**src/rtl/leddc_scan_sched.sv**
```systemverilog
// Scan/PWM scheduler: sequences scanlines against Vsync, runs the PWM reference count,
// prefetches the next line from the ping-pong SRAM into shadow registers and swaps banks per frame.
module leddc_scan_sched #(
    parameter int          N_CH       = 16,
    parameter int          N_LINE     = 32,
    parameter int          CNT_W      = 16,
    parameter int unsigned PREF_START = 32'hFFC0,
    parameter int          RD_LAT     = 1,
    localparam int         CW         = $clog2(N_CH),
    localparam int         LW         = $clog2(N_LINE),
    localparam int         AW         = 1 + LW + CW
) (
    input  logic             GCK,
    input  logic             rst,
    input  logic             Vsync,
    input  logic             buf_ready,
    output logic             sram_rd_en,
    output logic [AW-1:0]    sram_addr,
    output logic             shd_we,
    output logic [CW-1:0]    shd_idx,
    output logic             line_load,
    output logic             pwm_en,
    output logic [CNT_W-1:0] pwm_cnt,
    output logic [LW-1:0]    scan_line,
    output logic             bank_sel,
    output logic             bank_free,
    output logic             underrun,
    output logic             overrun
);

    typedef enum logic [2:0] {IDLE, PRELOAD, WAIT_VS, RUN, GAP} state_t;

    state_t                     state_q, state_d;
    logic                       vs_q, vs_d;
    logic                       sram_rd_en_q, sram_rd_en_d;
    logic [AW-1:0]              sram_addr_q, sram_addr_d;
    logic [RD_LAT-1:0]          we_pipe_q, we_pipe_d;
    logic [RD_LAT-1:0][CW-1:0]  idx_pipe_q, idx_pipe_d;
    logic                       line_load_q, line_load_d;
    logic                       pwm_en_q, pwm_en_d;
    logic [CNT_W-1:0]           pwm_cnt_q, pwm_cnt_d;
    logic [LW-1:0]              scan_line_q, scan_line_d;
    logic                       bank_sel_q, bank_sel_d;
    logic                       bank_free_q, bank_free_d;
    logic                       underrun_q, underrun_d;
    logic                       overrun_q, overrun_d;
    logic                       swap_pending_q, swap_pending_d;
    logic                       pf_act_q, pf_act_d;
    logic [CW-1:0]              pf_ch_q, pf_ch_d;
    logic [LW-1:0]              pf_line_q, pf_line_d;
    logic                       pf_bank_q, pf_bank_d;
    logic                       pf_go_q, pf_go_d;
    logic                       pf_rdy_q, pf_rdy_d;
    logic                       ld_pend_q, ld_pend_d;

    logic                       vs_rise, last_we, pf_ready, start_pre, start_nxt, nxt_wrap, do_load;
    logic [LW-1:0]              nxt_line;

    always_comb begin
        state_d        = state_q;
        vs_d           = Vsync;
        sram_rd_en_d   = 1'b0;
        sram_addr_d    = sram_addr_q;
        we_pipe_d      = we_pipe_q;
        idx_pipe_d     = idx_pipe_q;
        line_load_d    = 1'b0;
        pwm_en_d       = pwm_en_q;
        pwm_cnt_d      = pwm_cnt_q;
        scan_line_d    = scan_line_q;
        bank_sel_d     = bank_sel_q;
        bank_free_d    = 1'b0;
        underrun_d     = underrun_q;
        overrun_d      = overrun_q;
        swap_pending_d = swap_pending_q;
        pf_act_d       = pf_act_q;
        pf_ch_d        = pf_ch_q;
        pf_line_d      = pf_line_q;
        pf_bank_d      = pf_bank_q;
        pf_go_d        = pf_go_q;
        pf_rdy_d       = pf_rdy_q;
        ld_pend_d      = ld_pend_q;
        start_pre      = 1'b0;
        start_nxt      = 1'b0;
        do_load        = 1'b0;

        vs_rise  = Vsync && !vs_q;
        last_we  = we_pipe_q[RD_LAT-1] && (idx_pipe_q[RD_LAT-1] == CW'(N_CH - 1));
        pf_ready = pf_rdy_q || last_we;
        nxt_wrap = (scan_line_q == LW'(N_LINE - 1));
        nxt_line = nxt_wrap ? '0 : scan_line_q + 1'b1;

        we_pipe_d[0]  = sram_rd_en_q;
        idx_pipe_d[0] = sram_addr_q[CW-1:0];
        for (int i = 1; i < RD_LAT; i++) begin
            we_pipe_d[i]  = we_pipe_q[i-1];
            idx_pipe_d[i] = idx_pipe_q[i-1];
        end

        if (last_we) pf_rdy_d = 1'b1;

        case (state_q)
            IDLE: begin
                if (buf_ready) begin
                    bank_sel_d = ~bank_sel_q;
                    start_pre  = 1'b1;
                    state_d    = PRELOAD;
                end else if (vs_rise) begin
                    underrun_d = 1'b1;
                end
            end
            PRELOAD: if (last_we) state_d = WAIT_VS;
            WAIT_VS: if (vs_rise) do_load = 1'b1;
            RUN: begin
                if (!Vsync) begin
                    pwm_en_d = 1'b0;
                    state_d  = GAP;
                end else if (pwm_en_q) begin
                    if (&pwm_cnt_q) pwm_en_d  = 1'b0;
                    else            pwm_cnt_d = pwm_cnt_q + 1'b1;
                    if (32'(pwm_cnt_q) == PREF_START && !pf_go_q) start_nxt = 1'b1;
                end
            end
            GAP: begin
                if (vs_rise || ld_pend_q) begin
                    if (pf_ready) begin
                        do_load   = 1'b1;
                        ld_pend_d = 1'b0;
                    end else begin
                        // Late line: hold the load until the shadow registers are complete.
                        ld_pend_d = 1'b1;
                        if (vs_rise) underrun_d = 1'b1;
                        if (!pf_go_q) start_nxt = 1'b1;
                    end
                end
            end
            default: state_d = IDLE;
        endcase

        if (do_load) begin
            line_load_d = 1'b1;
            pwm_en_d    = 1'b1;
            pwm_cnt_d   = '0;
            scan_line_d = pf_line_q;
            bank_sel_d  = pf_bank_q;
            pf_rdy_d    = 1'b0;
            pf_go_d     = 1'b0;
            state_d     = RUN;
        end

        if (start_pre || start_nxt) begin
            pf_line_d = start_pre ? '0 : nxt_line;
            pf_bank_d = (start_pre || (nxt_wrap && swap_pending_q)) ? ~bank_sel_q : bank_sel_q;
            if (start_nxt && nxt_wrap && swap_pending_q) begin
                bank_free_d    = 1'b1;
                swap_pending_d = 1'b0;
            end
            pf_act_d     = 1'b1;
            pf_ch_d      = CW'(1);
            pf_go_d      = 1'b1;
            sram_rd_en_d = 1'b1;
            sram_addr_d  = {pf_bank_d, pf_line_d, {CW{1'b0}}};
        end else if (pf_act_q) begin
            sram_rd_en_d = 1'b1;
            sram_addr_d  = {pf_bank_q, pf_line_q, pf_ch_q};
            pf_ch_d      = pf_ch_q + 1'b1;
            if (pf_ch_q == CW'(N_CH - 1)) pf_act_d = 1'b0;
        end

        // Evaluated after the swap so a coincident buf_ready re-arms the next frame.
        if (buf_ready && state_q != IDLE) begin
            if (swap_pending_q) overrun_d = 1'b1;
            swap_pending_d = 1'b1;
        end
    end

    always_ff @(posedge GCK) begin
        if (!rst) begin
            state_q        <= IDLE;
            vs_q           <= 1'b0;
            sram_rd_en_q   <= 1'b0;
            sram_addr_q    <= '0;
            we_pipe_q      <= '0;
            idx_pipe_q     <= '0;
            line_load_q    <= 1'b0;
            pwm_en_q       <= 1'b0;
            pwm_cnt_q      <= '0;
            scan_line_q    <= '0;
            bank_sel_q     <= 1'b0;
            bank_free_q    <= 1'b0;
            underrun_q     <= 1'b0;
            overrun_q      <= 1'b0;
            swap_pending_q <= 1'b0;
            pf_act_q       <= 1'b0;
            pf_ch_q        <= '0;
            pf_line_q      <= '0;
            pf_bank_q      <= 1'b0;
            pf_go_q        <= 1'b0;
            pf_rdy_q       <= 1'b0;
            ld_pend_q      <= 1'b0;
        end else begin
            state_q        <= state_d;
            vs_q           <= vs_d;
            sram_rd_en_q   <= sram_rd_en_d;
            sram_addr_q    <= sram_addr_d;
            we_pipe_q      <= we_pipe_d;
            idx_pipe_q     <= idx_pipe_d;
            line_load_q    <= line_load_d;
            pwm_en_q       <= pwm_en_d;
            pwm_cnt_q      <= pwm_cnt_d;
            scan_line_q    <= scan_line_d;
            bank_sel_q     <= bank_sel_d;
            bank_free_q    <= bank_free_d;
            underrun_q     <= underrun_d;
            overrun_q      <= overrun_d;
            swap_pending_q <= swap_pending_d;
            pf_act_q       <= pf_act_d;
            pf_ch_q        <= pf_ch_d;
            pf_line_q      <= pf_line_d;
            pf_bank_q      <= pf_bank_d;
            pf_go_q        <= pf_go_d;
            pf_rdy_q       <= pf_rdy_d;
            ld_pend_q      <= ld_pend_d;
        end
    end

    assign sram_rd_en = sram_rd_en_q;
    assign sram_addr  = sram_addr_q;
    assign shd_we     = we_pipe_q[RD_LAT-1];
    assign shd_idx    = idx_pipe_q[RD_LAT-1];
    assign line_load  = line_load_q;
    assign pwm_en     = pwm_en_q;
    assign pwm_cnt    = pwm_cnt_q;
    assign scan_line  = scan_line_q;
    assign bank_sel   = bank_sel_q;
    assign bank_free  = bank_free_q;
    assign underrun   = underrun_q;
    assign overrun    = overrun_q;

endmodule

```
**config.mk**
```make
export PLATFORM = sky130hd
export DESIGN_NAME = leddc_scan_sched
export DESIGN_NICKNAME = d
export VERILOG_FILES = /design/src/rtl/leddc_scan_sched.sv
export SDC_FILE = /design/constraint.sdc
export NUM_CORES = 1
export LEC_CHECK = 0
export ABC_AREA = 1
export CAP_MARGIN = 10
export CORE_UTILIZATION = 48
export CTS_CLUSTER_DIAMETER = 100
export CTS_CLUSTER_SIZE = 16
export DETAILED_ROUTE_END_ITERATION = 6
export PLACE_DENSITY = 0.75
export SLEW_MARGIN = 10
export SYNTH_ARGS = -nofsm -noshare
export SYNTH_HDL_FRONTEND = slang
export SYNTH_SLANG_ARGS = --single-unit
```
**constraint.sdc**
```tcl
create_clock -name GCK -period 1.6 [get_ports GCK]
set_input_delay 0.24 -clock GCK [delete_from_list [all_inputs] [get_ports GCK]]
set_output_delay 0.24 -clock GCK [all_outputs]
set_load 0.005 [all_outputs]
```
==> flow_metrics.py <==
metrics = {
    "min_path": {
        "hold_path.class": "input pin to register",
        "whs_path_depth": 3,
    },
    "global_routing": {
        "grt.overflow.total": 0,
        "grt_pass1_wl_um": 11500,
        "antenna_found_initial": 0,
        "grt_pass1_vias": 2657,
        "gr-usage-met3": 0.07079,
        "grtUsageTotal": 0.2318,
        "grt.busiest_layer": "met2",
        "grt.met1_usage": 0.2554,
        "grt_max_degree": 19,
        "met2_usage": 0.4108,
    },
    "synthesis": {
        "synth_top_cell_area_share": 0.4111,
        "synthTopCellsByCount": "104 x nand2_1, 62 x dfxtp_1, 43 x inv_1",
        "synth-seq-area-share": 0.4111,
        "synth_area_sq_mm": 0.003019,
        "ys.flop_type": "dfxtp_1",
        "synth_edf_count": 0,
        "syn_area_per_cell_sq_um": 7.492,
        "synth_cells": 403,
        "async_flop_share": 0,
        "synth_seq_cells": 62,
        "synth.most_common_cell": "nand2_1",
        "synth_warnings": 0,
        "synth_top_cell_by_area": "dfxtp_1",
        "synth_fp_nets": 412,
        "synth_area_leaders": "dfxtp_1 41%, nand2_1 13%, inv_1 5.3%",
        "synth.distinct_cells": 36,
    },
    "critical_path": {
        "path_cells": "buf_4 -> clkdlybuf4s50_1",
        "crit_fanout": 4,
        "slowest_delay_ns": 0.49,
        "crit_type": "register to output port",
        "cp.required_ns": 1.36,
        "reg2regPathDepth": 12,
        "crit_path_end_kind": "output port",
        "critPathArrivalTime_ns": 1.32,
        "slowest_stage": "clkdlybuf4s50_1",
        "startpoint_type": "register",
    },
    "clock_tree": {
        "ctsRootBufferMaster": "clkbuf_8",
        "cts_buffers": 9,
        "cts.path.max_buffers": 2,
        "cts.sinks": 62,
        "cts_tree": "yes",
        "clk_pin_slew_ns": 0.07,
        "ctsHoldBuffers": 0,
        "cts.htree.levels": 3,
        "clock_latency_ns": 0.35,
    },
    "final_layout": {
        "fin_util": 0.7206,
        "antennaDiodeCount": 0,
        "final_nets": 507,
        "area_delta_synth_final_pct": 42.98,
        "final_area_sq_mm": 0.004317,
        "nFillCells": 462,
        "layout-drive-gt1-share": 0.2823,
    },
    "placed_design": {
        "post-dp-hpwl_um": 5145,
        "gp_congestion": 0.8649,
        "place_area_sq_mm": 0.003801,
        "preCtsSetupSlack_ns": -0.3255,
        "portBuffers": 46,
    },
    "power": {
        "ir_drop_mv": 0.7192,
        "cellLeakagePower_nw": 1.993,
        "power-per-cell-area_mw_per_mm2": 1038,
    },
    "sta": {
        "slew_violations": 0,
        "setup_viol": 0,
        "worst_pin_slew_ns": 0.4137,
        "rsz0062_at_grt": "yes",
        "fin_ws_ns": 0.04163,
        "period_share": 0.9740,
        "fin_skew_ns": 0.007224,
        "hold_viol": 0,
        "max_freq_mhz": 641.7,
        "final.min_clock_period_ns": 1.558,
        "slew_headroom": 0.7217,
    },
    "detailed_routing": {
        "drt_iter0_drc": 151,
        "firstDrtPassIters": 4,
        "routed_wl_um": 7483,
        "detail_route.wl_per_cell_um": 12.95,
        "drc": 0,
        "viasPerCell": 5.088,
        "ant_nets": 0,
        "vias": 2941,
    },
    "outcome": {
        "status": "complete, no violations",
    },
    "floorplanning": {
        "die_x_um": 81.31,
        "num_rows": 28,
        "core_area_sq_mm": 0.005991,
        "initial_core_util": 0.5040,
        "io_pins": 47,
        "die-area_sq_mm": 0.006611,
        "fp.dieH_um": 81.31,
    },
    "flow_run": {
        "cap_violations": 0,
    },
}
## logic make-up after synthesis
logic type,synth area share
and+or+nand+nor,0.3556
buffers and inverters,0.09448
DFF,0.4111
AOI/OAI and AO/OA,0.08040
xor gates and xnor gates,0.03771
adders and majority gates,0.02072
## through the flow
step	hold WS, ns	power (mW)	TNS [ns]	instances
global placement	0.4256	2.915	-8.460	554
detailed placement	0.4347	2.941	-11.08	554
floorplan	0.3335	2.548	0	403
CTS	0.4410	4.337	-0.05695	570
global route	0.2330	4.714	-0.2767	578
finish	0.2045	4.479	0	578
## cells in the final DEF (no fill, tap or decap), drive strengths merged
cell type / n
nand3: 26
nor2: 49
nor3: 7
buf: 47
clkinv: 3
or2: 1
clkinvlp: 4
ha: 5
inv: 54
bufinv: 1
nor4: 2
nand2: 115
dlymetal6s2s: 6
a21oi: 33
xnor2: 5
dfxtp: 62
nand4: 14
nand3b: 1
clkdlybuf4s50: 40
clkbuf: 9
a22oi: 1
o21ai: 9
xor2: 8
nor3b: 1
## final timing paths
check	start	slack (ns)	to
worst min-delay path	Vsync	0.20	vs_q
worst max register to register	state_q[1]	0.05	sram_addr[6]
worst min register to register	pf_bank_q	0.44	bank_sel
worst max-delay path	pwm_cnt[8]	0.04	pwm_cnt[8]
## flip-flops by register name (all words and copies together) (netlist names), 3 cells and up
register and flops:
pf_line_q 5, pf_ch_q 4, state_q 3, pwm_cnt 16
shd_idx 4, sram_addr 10, scan_line 5
## power by group
part	switching [mW]	leakage [nW]	internal (mW)
Clock	0.667	0.0879	0.720
Sequential	0.172	0.510	1.71
Combinational	0.653	1.40	0.563
Total	1.49	1.99	2.99
## final cells by class
type	count	area (sq um)	area share
sequential	62	1266	0.2933
timing repair buffer	93	848.3	0.1965
clock buffer	9	123.9	0.02870
inverter	55	225.2	0.05217
tap	75	93.84	0.02174
clock inverter	7	73.82	0.01710
multi-input combinational	277	1685	0.3904
## timing repair
item | 4_1_cts | 5_1_grt
cloned | 0 | 1
gates resized for setup | 11 | 58
setup endpoints to repair | 20 | 52
buffers inserted | 0 | 7
hold endpoints to repair | 0 | 0
pin swaps | 1 | 23
## routing by layer
metal / part of all wire / wire [um]
met5: 0 / 0
met4: 0.032 / 236
met3: 0.047 / 352
met2: 0.51 / 3790
met1: 0.41 / 3103
## critical path, delay by kind of cell (launching register included)
kind	cells	cell delay, ns
flip-flops	1	0.34
buffers and inverters	2	0.62
Power figures use the tool's default switching activity.
